## src/rtl/fetch_ctrl_pkg.sv

```systemverilog
// fetch_ctrl_pkg: shared state encoding and default sizing for the IF-stage fetch sequencer.
package fetch_ctrl_pkg;
  typedef enum logic [1:0] {BOOT, FETCH, HOLD, SQUASH} state_t;
  localparam int SIZE_DEFAULT = 64;
  localparam int TIMEOUT_DEFAULT = 255;
endpackage

```

## src/rtl/fetch_ctrl_wait_counter.sv

```systemverilog
// wait_counter: saturating wait counter with clear, increment and a sticky terminal flag.
module wait_counter #(
  parameter int W = 8,
  parameter int LIMIT = 255
) (
  input  logic clk,
  input  logic rst_n,
  input  logic i_clr,
  input  logic i_inc,
  output logic o_flag
);
  localparam logic [W-1:0] LIM = W'(LIMIT);
  logic [W-1:0] r_count;
  logic r_flag;
  // flag sets on the same edge the count lands on the limit and only reset clears it
  always_ff @(posedge clk or negedge rst_n) begin
    if (!rst_n) begin
      r_count <= '0;
      r_flag <= 1'b0;
    end else begin
      if (i_clr) r_count <= '0;
      else if (i_inc && r_count != LIM) r_count <= r_count + 1'b1;
      if (i_inc && !i_clr && r_count == LIM - 1'b1) r_flag <= 1'b1;
    end
  end
  assign o_flag = r_flag;
endmodule

```

## src/rtl/fetch_ctrl.sv

```systemverilog
// fetch_ctrl: IF-stage sequencer handling imem req/ack, decode stalls and M-stage redirects.
module fetch_ctrl
  import fetch_ctrl_pkg::*;
#(
  parameter int size = SIZE_DEFAULT,
  parameter int TIMEOUT = TIMEOUT_DEFAULT
) (
  input  logic            clk,
  input  logic            reset,
  input  logic            branch_taken_M,
  input  logic [size-1:0] branch_target_M,
  input  logic            stall_D,
  input  logic            imem_ack,
  output logic            imem_req,
  output logic            enable,
  output logic            PCSrc_F,
  output logic [size-1:0] PCBranch_F,
  output logic            inst_valid_F,
  output logic            flush_D,
  output logic            timeout_err
);
  localparam int CW = $clog2(TIMEOUT + 1);
  state_t r_state, w_next;
  logic [size-1:0] r_target;
  logic w_fetch, w_hold, w_squash, w_req, w_ack, w_br, w_go;
  // outputs are Mealy on ack so the PC loads on the ack edge itself
  always_comb begin
    w_fetch = r_state == FETCH;
    w_hold = r_state == HOLD;
    w_squash = r_state == SQUASH;
    w_req = w_fetch | w_squash;
    w_ack = w_req & imem_ack;
    w_br = branch_taken_M & (r_state != BOOT);
    w_go = w_br | !stall_D;
    imem_req = w_req;
    enable = (w_fetch & w_ack & w_go) | (w_squash & w_ack) | (w_hold & w_go);
    PCSrc_F = (w_fetch & w_ack & w_br) | (w_squash & w_ack) | (w_hold & w_br);
    flush_D = w_br;
    inst_valid_F = (w_fetch & w_ack & !w_br) | (w_hold & !w_br);
    PCBranch_F = (w_br & (w_ack | w_hold)) ? branch_target_M : r_target;
    w_next = r_state == BOOT ? FETCH :
             w_fetch ? (w_ack ? ((!w_br && stall_D) ? HOLD : FETCH) : (w_br ? SQUASH : FETCH)) :
             w_hold ? (w_go ? FETCH : HOLD) :
             (w_ack ? FETCH : SQUASH);
  end
  always_ff @(posedge clk or negedge reset) begin
    if (!reset) begin
      r_state <= BOOT;
      r_target <= '0;
    end else begin
      r_state <= w_next;
      if (w_br) r_target <= branch_target_M;
    end
  end
  wait_counter #(.W(CW), .LIMIT(TIMEOUT)) u_wait (
    .clk   (clk),
    .rst_n (reset),
    .i_clr (w_ack),
    .i_inc (w_req & !imem_ack),
    .o_flag(timeout_err)
  );
endmodule

```

## config.mk

```make
export PLATFORM = sky130hd
export DESIGN_NAME = fetch_ctrl
export DESIGN_NICKNAME = d
export VERILOG_FILES = /design/src/rtl/fetch_ctrl_pkg.sv /design/src/rtl/fetch_ctrl_wait_counter.sv /design/src/rtl/fetch_ctrl.sv
export SDC_FILE = /design/constraint.sdc
export NUM_CORES = 1
export LEC_CHECK = 0
export CORE_MARGIN = 2
export CORE_UTILIZATION = 49
export CTS_CLUSTER_SIZE = 12
export DETAILED_ROUTE_END_ITERATION = 6
export GPL_TIMING_DRIVEN = 0
export HOLD_SLACK_MARGIN = 0.15
export PLACE_DENSITY = 0.93
export SETUP_SLACK_MARGIN = 0.02
export SLEW_MARGIN = 20
export SYNTH_ARGS = -nofsm -noshare
export SYNTH_HDL_FRONTEND = slang
export SYNTH_SLANG_ARGS = --single-unit
export TNS_END_PERCENT = 5
```

## constraint.sdc

```tcl
create_clock -name clk -period 5 [get_ports clk]
set_clock_uncertainty 0.05 [all_clocks]
set_input_delay 1 -clock clk [delete_from_list [all_inputs] [get_ports clk]]
set_output_delay 1 -clock clk [all_outputs]
set_load 0.02 [all_outputs]
```

==> results of run 1 <==
layout make-up:
class                           instances  area (um2)  share of cell area (%)
Buffer                                 23         149                    2.56
Clock buffer                           10         138                    2.37
Clock inverter                          6        88.8                    1.53
Inverter                                5        18.8                   0.323
Multi-Input combinational cell        308        2020                    34.8
Sequential cell                        75        1880                    32.3
Tap cell                              105         131                    2.26
Timing Repair Buffer                  138        1390                    23.9
stage by stage:
stage	util, %	power (mW)	hold WS, ns	cell area (um2)	setup WS (ns)
floorplan	-	1.02	0.390	4070	1.96
global placement	68.5	1.25	0.404	5570	0.374
detailed placement	68.7	1.28	0.414	5590	0.966
CTS	71.5	1.80	0.432	5810	0.967
global route	71.5	1.87	0.444	5810	0.897
finish	71.5	1.78	0.428	5810	0.967
sequential cells by signal, indices dropped and copies added, names as in the netlist:
name and flops:
r_target 64, r_state 2, u_wait.o_flag 1, u_wait.r_count 8
worst min-delay path, stage by stage (launching register included):
cell     delay [ns]
dfrtp_1        0.34
nand2_1        0.05
nand2_1        0.06
routing by layer:
metal  vias up  share of wire, %
met2        98                52
li1       1629                 -
met3        15               5.9
met4         0               1.9
met1      1607                41
met5         -                 0
final timing paths:
kind                                                 end  slack [ns]  depth (start not counted)
setup / recovery                          PCBranch_F[23]        0.97                          7
hold / removal                   r_target[0]$_DFFE_PN0P_        0.43                          2
setup reg to reg           u_wait.r_count[7]$_DFFE_PN0P_        3.20                          5
hold reg to reg                  r_target[0]$_DFFE_PN0P_        0.43                          2
max in group asynchronous       r_target[21]$_DFFE_PN0P_        3.76                          2
min in group asynchronous       r_target[51]$_DFFE_PN0P_        0.56                          1
cells in the mapped netlist (2+ instances only):
cell type	instances
a21o_1	2
a21oi_1	3
and3_1	2
buf_2	14
buf_6	6
clkbuf_1	3
dfrtp_1	75
ha_1	2
inv_1	4
mux2_2	4
mux2_4	60
nand2_1	200
nand2b_1	2
nand3_1	6
o211ai_1	4
o21ai_0	6
o22ai_1	2
power by group:
group | internal (mW) | leakage, nW | switching, mW
logic | 0.300 | 1.88 | 0.251
clock network | 0.295 | 0.108 | 0.229
registers | 0.668 | 0.924 | 0.0398
logic make-up after synthesis:
| kind of cell | after synthesis | share of synthesized area, % |
|---|---|---|
| xor+xnor | 2 | 0.431 |
| simple gates | 217 | 21.3 |
| buf+inv | 28 | 4.12 |
| compound gates | 22 | 3.88 |
| flops | 75 | 46.1 |
| fa+ha+maj | 2 | 0.615 |
| mux | 65 | 23.5 |
==> run metrics, run 1 <==
proportion of netlist area held by the largest area contributor 46.1%; most area-consuming cells after synthesis dfrtp_1 (46%), mux2_4 (22%), nand2_1 (18%); min-delay worst type flip-flop to flip-flop; Routed Antenna Nets 0; Post-CTS Setup Inserts 0; Filler cells 573; critical path peak fanout 10; startpoint types input port; max frequency 0.248 GHz; final WL 9640 um; met1 usage in global routing 27.2%; cell repeated most along the worst path clkdlybuf4s50_1; status complete, no violations; Post-synth EDFFs 0; input/output buffers 137; vias in the first global route 3363; final std cells w/o fill 670; RSZ-0062 raised after global routing no; most frequent cells in the layout nand2_1 (200), clkdlybuf4s50_1 (136), dfrtp_1 (75), mux2_4 (60), buf_2 (14); RePlAce Congestion 0.767; Die Height 95.1 um; post-synthesis sequential area ratio 46.1%; Power Dens Cells 307 mW/mm2; fin nets 631; core area 0.00813 mm2; Buffers & Inverters on Critical Path 4; Slew HR 66.8%; IO Count 139; endpoint type of the worst setup path primary output; Starting DRT DRC Count 101; post-synthesis async set-or-reset flop share 100%; initial antenna violation count 0; routed via count 3349; unique cell type count in the Yosys netlist 33; Via density 5.00; area grow syn2layout 42.9%; cts hold-fix bufs 0; Worst VDD drop 0.168 mV; crit share post-route 80.7%; CTS resizes 0; synthesized area 0.00407 mm2; Inserted Clock Buffers 9; ys flop type dfrtp_1; Root Driver clkbuf_8; share of cells above drive strength 1 18.9%; met2 GRT Util 38.7%; Critical Path, Cell by Cell clkdlybuf4s50_1 > o21ai_1 > inv_2 > nand2_4 > buf_6 > mux2_4 > clkdlybuf4s50_1; clock sink count 75; CTS tree done; final hold vios 0; Final min period 4.03 ns; global-route wire length before repair 15700 um; final setup TNS 0 ns; Slew Limit Fails 0; MaxCap Viol Count 0; GRT overflow 0; placed cell count 654; Worst Hold Launch r_target[0]$_DFFE_PN0P_; synthesized area per cell 9.90 um2; gr busiest metal met2; Final Setup Violations 0; Post-Syn Nets 482; actual slew at the worst max-slew pin 0.498 ns; clock-pin slew on the worst setup and hold paths 0.08 ns; largest stage delay on the critical path 0.56 ns; antenna cells 0; largest net degree at the start of global routing 39; Crit-path slowest cell clkdlybuf4s50_1; GRT Total Usage 22.1%; H-tree levels 3; critical path class input port to primary output; routed len/inst 14.4 um; Data arrival, critical path 2.98 ns; total iterations of the first detailed-routing run 4; Initial Util 50.0%; clock buffer depth 2; row count 33; Top delay family on crit path buffers and inverters; die width 95.1 um; CP Launch Point branch_taken_M; most common cell after layout, fill and taps aside nand2_1; Synth area leader dfrtp_1; latest clock arrival within the worst-skew pair 0.34 ns; FF-to-FF Start u_wait.r_count[0]$_DFFE_PN0P_; DIE AREA 0.00905 mm2; DR DRC count 0; cell count after synthesis 411; leakage 2.92 nW; DP Wirelength 7270 um; Seq cells post-synth 75; synthesis warning total 0; worst endpoint required time 3.95 ns; met3 global-route usage 4.03%
No activity file was read; power rests on OpenSTA's default activity.
==> inputs of run 2 (changes only) <==
--- a/config.mk
+++ b/config.mk
@@ -6,12 +6,12 @@
 export NUM_CORES = 1
 export LEC_CHECK = 0
 export CORE_MARGIN = 2
-export CORE_UTILIZATION = 49
+export CORE_UTILIZATION = 46
 export CTS_CLUSTER_SIZE = 12
 export DETAILED_ROUTE_END_ITERATION = 6
 export GPL_TIMING_DRIVEN = 0
 export HOLD_SLACK_MARGIN = 0.15
-export PLACE_DENSITY = 0.93
+export PLACE_DENSITY = 0.89
 export SETUP_SLACK_MARGIN = 0.02
 export SLEW_MARGIN = 20
 export SYNTH_ARGS = -nofsm -noshare
==> constraint.sdc (replaced) <==
create_clock -name clk -period 4.2 [get_ports clk]
set_clock_uncertainty 0.05 [all_clocks]
set_input_delay 0.84 -clock clk [delete_from_list [all_inputs] [get_ports clk]]
set_output_delay 0.84 -clock clk [all_outputs]
set_load 0.02 [all_outputs]
==> run metrics, run 2 (same netlist as run 1, synthesis figures left out) <==
pre-CTS setup slack 0.466 ns (-0.499 ns); input/output buffers 137 (unchanged); actual slew at the worst max-slew pin 0.470 ns (-0.0277 ns); global-route wire length before repair 16600 um (+5.6%); max frequency 0.268 GHz; final instance area 0.00585 mm2 (+0.65%); die width 98.0 um (+3.1%); row count 34 (+3.0%); GRT overflow 0 (unchanged); Slew HR 68.7% (+1.8 points); Worst VDD drop 0.214 mV (+27%); share of cells above drive strength 1 18.9% (unchanged); clock buffer depth 2 (unchanged); startpoint types input port; total iterations of the first detailed-routing run 4 (unchanged); routed len/inst 14.7 um (+2.3%); most frequent cells in the layout nand2_1 (200), clkdlybuf4s50_1 (136), dfrtp_1 (75), mux2_4 (60), buf_2 (14); DIE AREA 0.00961 mm2 (+6.2%); FF-to-FF Start u_wait.r_count[0]$_DFFE_PN0P_; Inserted Clock Buffers 9 (unchanged); Slew Limit Fails 0 (unchanged); cts hold-fix bufs 0 (unchanged); leakage 2.94 nW (+0.83%); RSZ-0062 raised after global routing no; status complete, no violations; Post-CTS Setup Inserts 0 (unchanged); final core occ 67.8% (-3.7 points); critical path peak fanout 10 (unchanged); antenna cells 0 (unchanged); DP Wirelength 7510 um (+3.3%); Data arrival, critical path 2.84 ns (-0.14 ns); vias in the first global route 3505 (+4.2%); placed cell count 657 (+0.46%); CTS tree done; Setup WS post-layout 0.468 ns (-0.499 ns); Root Driver clkbuf_8; Power Dens Cells 377 mW/mm2 (+23%); RePlAce Congestion 0.837 (+9.1%); min-delay worst type input port to asynchronous set/reset pin; clock-pin slew on the worst setup and hold paths 0.08 ns (about the same); crit share post-route 88.9%; final std cells w/o fill 673 (+0.45%); Final Setup Violations 0 (unchanged); Via density 5.01 (+0.33%); GRT Total Usage 21.0% (-1.1 points); H-tree levels 3 (unchanged); core area 0.00864 mm2 (+6.2%); max reg flops 64 (unchanged); Reg2Reg Depth 5 (unchanged); r2r endpoint u_wait.r_count[7]$_DFFE_PN0P_; most common cell after layout, fill and taps aside nand2_1; initial antenna violation count 0 (unchanged); worst endpoint required time 3.31 ns (-0.64 ns); R2R Setup Slk 2.40 ns (-0.80 ns); final WL 9910 um (+2.8%); Die Height 98.0 um (+3.1%); Routed Antenna Nets 0 (unchanged); Initial Util 47.1% (-2.9 points); clock sink count 75 (unchanged); Starting DRT DRC Count 115 (+14%); final hold vios 0 (unchanged); cell area after placement 0.00559 mm2 (about the same); MaxCap Viol Count 0 (unchanged); latest clock arrival within the worst-skew pair 0.34 ns (about the same); Reg with most FFs r_target; critical path class input port to primary output; IO Count 139 (unchanged); routed via count 3375 (+0.78%); DR DRC count 0 (unchanged); Top Registers r_target: 64 flops, u_wait.r_count: 8 flops, r_state: 2 flops; fin nets 631 (unchanged); Final min period 3.73 ns; area grow syn2layout 43.9%; endpoint type of the worst setup path primary output; largest net degree at the start of global routing 41 (+5.1%); CTS resizes 0 (unchanged)
[run 2: cell types whose count changed in the layout (fill, tap and decap cells not counted), sizes merged]
cell,before,now
clkinvlp,2,0
clkinv,2,1
bufinv,2,3
clkbuf,13,15
[run 2: worst max-delay path: stages]
cell             delay (ns)
clkdlybuf4s50_1        0.47
o21ai_1                0.15
inv_2                  0.08
nand2_4                0.18
buf_6                  0.22
mux2_4                 0.32
clkdlybuf4s50_1        0.56
[run 2: area by class of cell]
type / count / area, um2
Timing Repair Buffer: 138 / 1390
Multi-Input combinational cell: 308 / 2020
Clock buffer: 12 / 165
Tap cell: 108 / 135
Inverter: 5 / 18.8
Sequential cell: 75 / 1880
Fill cell: 667 / 2780
Buffer: 23 / 149
Clock inverter: 4 / 95.1
[run 2: metrics by stage]
stage	hold WS, ns	power (mW)	TNS, ns
floorplan	0.390	1.22	0
global placement	0.397	1.49	-19.06
detailed placement	0.402	1.52	0
CTS	0.407	2.22	0
global route	0.417	2.31	0
finish	0.397	2.20	0
[run 2: report_power, final]
part           leakage (nW)  internal [mW]  switching (mW)  total [mW]
clock                 0.133          0.443           0.260       0.703
combinational          1.88          0.357           0.299       0.656
sequential            0.924          0.796          0.0496       0.846
total                  2.94           1.60           0.609        2.20
[run 2: how the worst max path moves through the flow]
stage                   startpoint                        to
detailed placement  branch_taken_M            PCBranch_F[60]
floorplan                 imem_ack            PCBranch_F[10]
global route        branch_taken_M            PCBranch_F[60]
CTS                 branch_taken_M            PCBranch_F[60]
global placement             reset  r_target[30]$_DFFE_PN0P_
finish              branch_taken_M            PCBranch_F[60]
[run 2: layer usage]
metal	wire length (um)	vias to the layer above	track usage, %
li1	-	1632	-
met4	119	0	5.56
met3	549	11	4.87
met5	0	-	0
met1	4090	1647	25.2
met2	5150	85	37.9
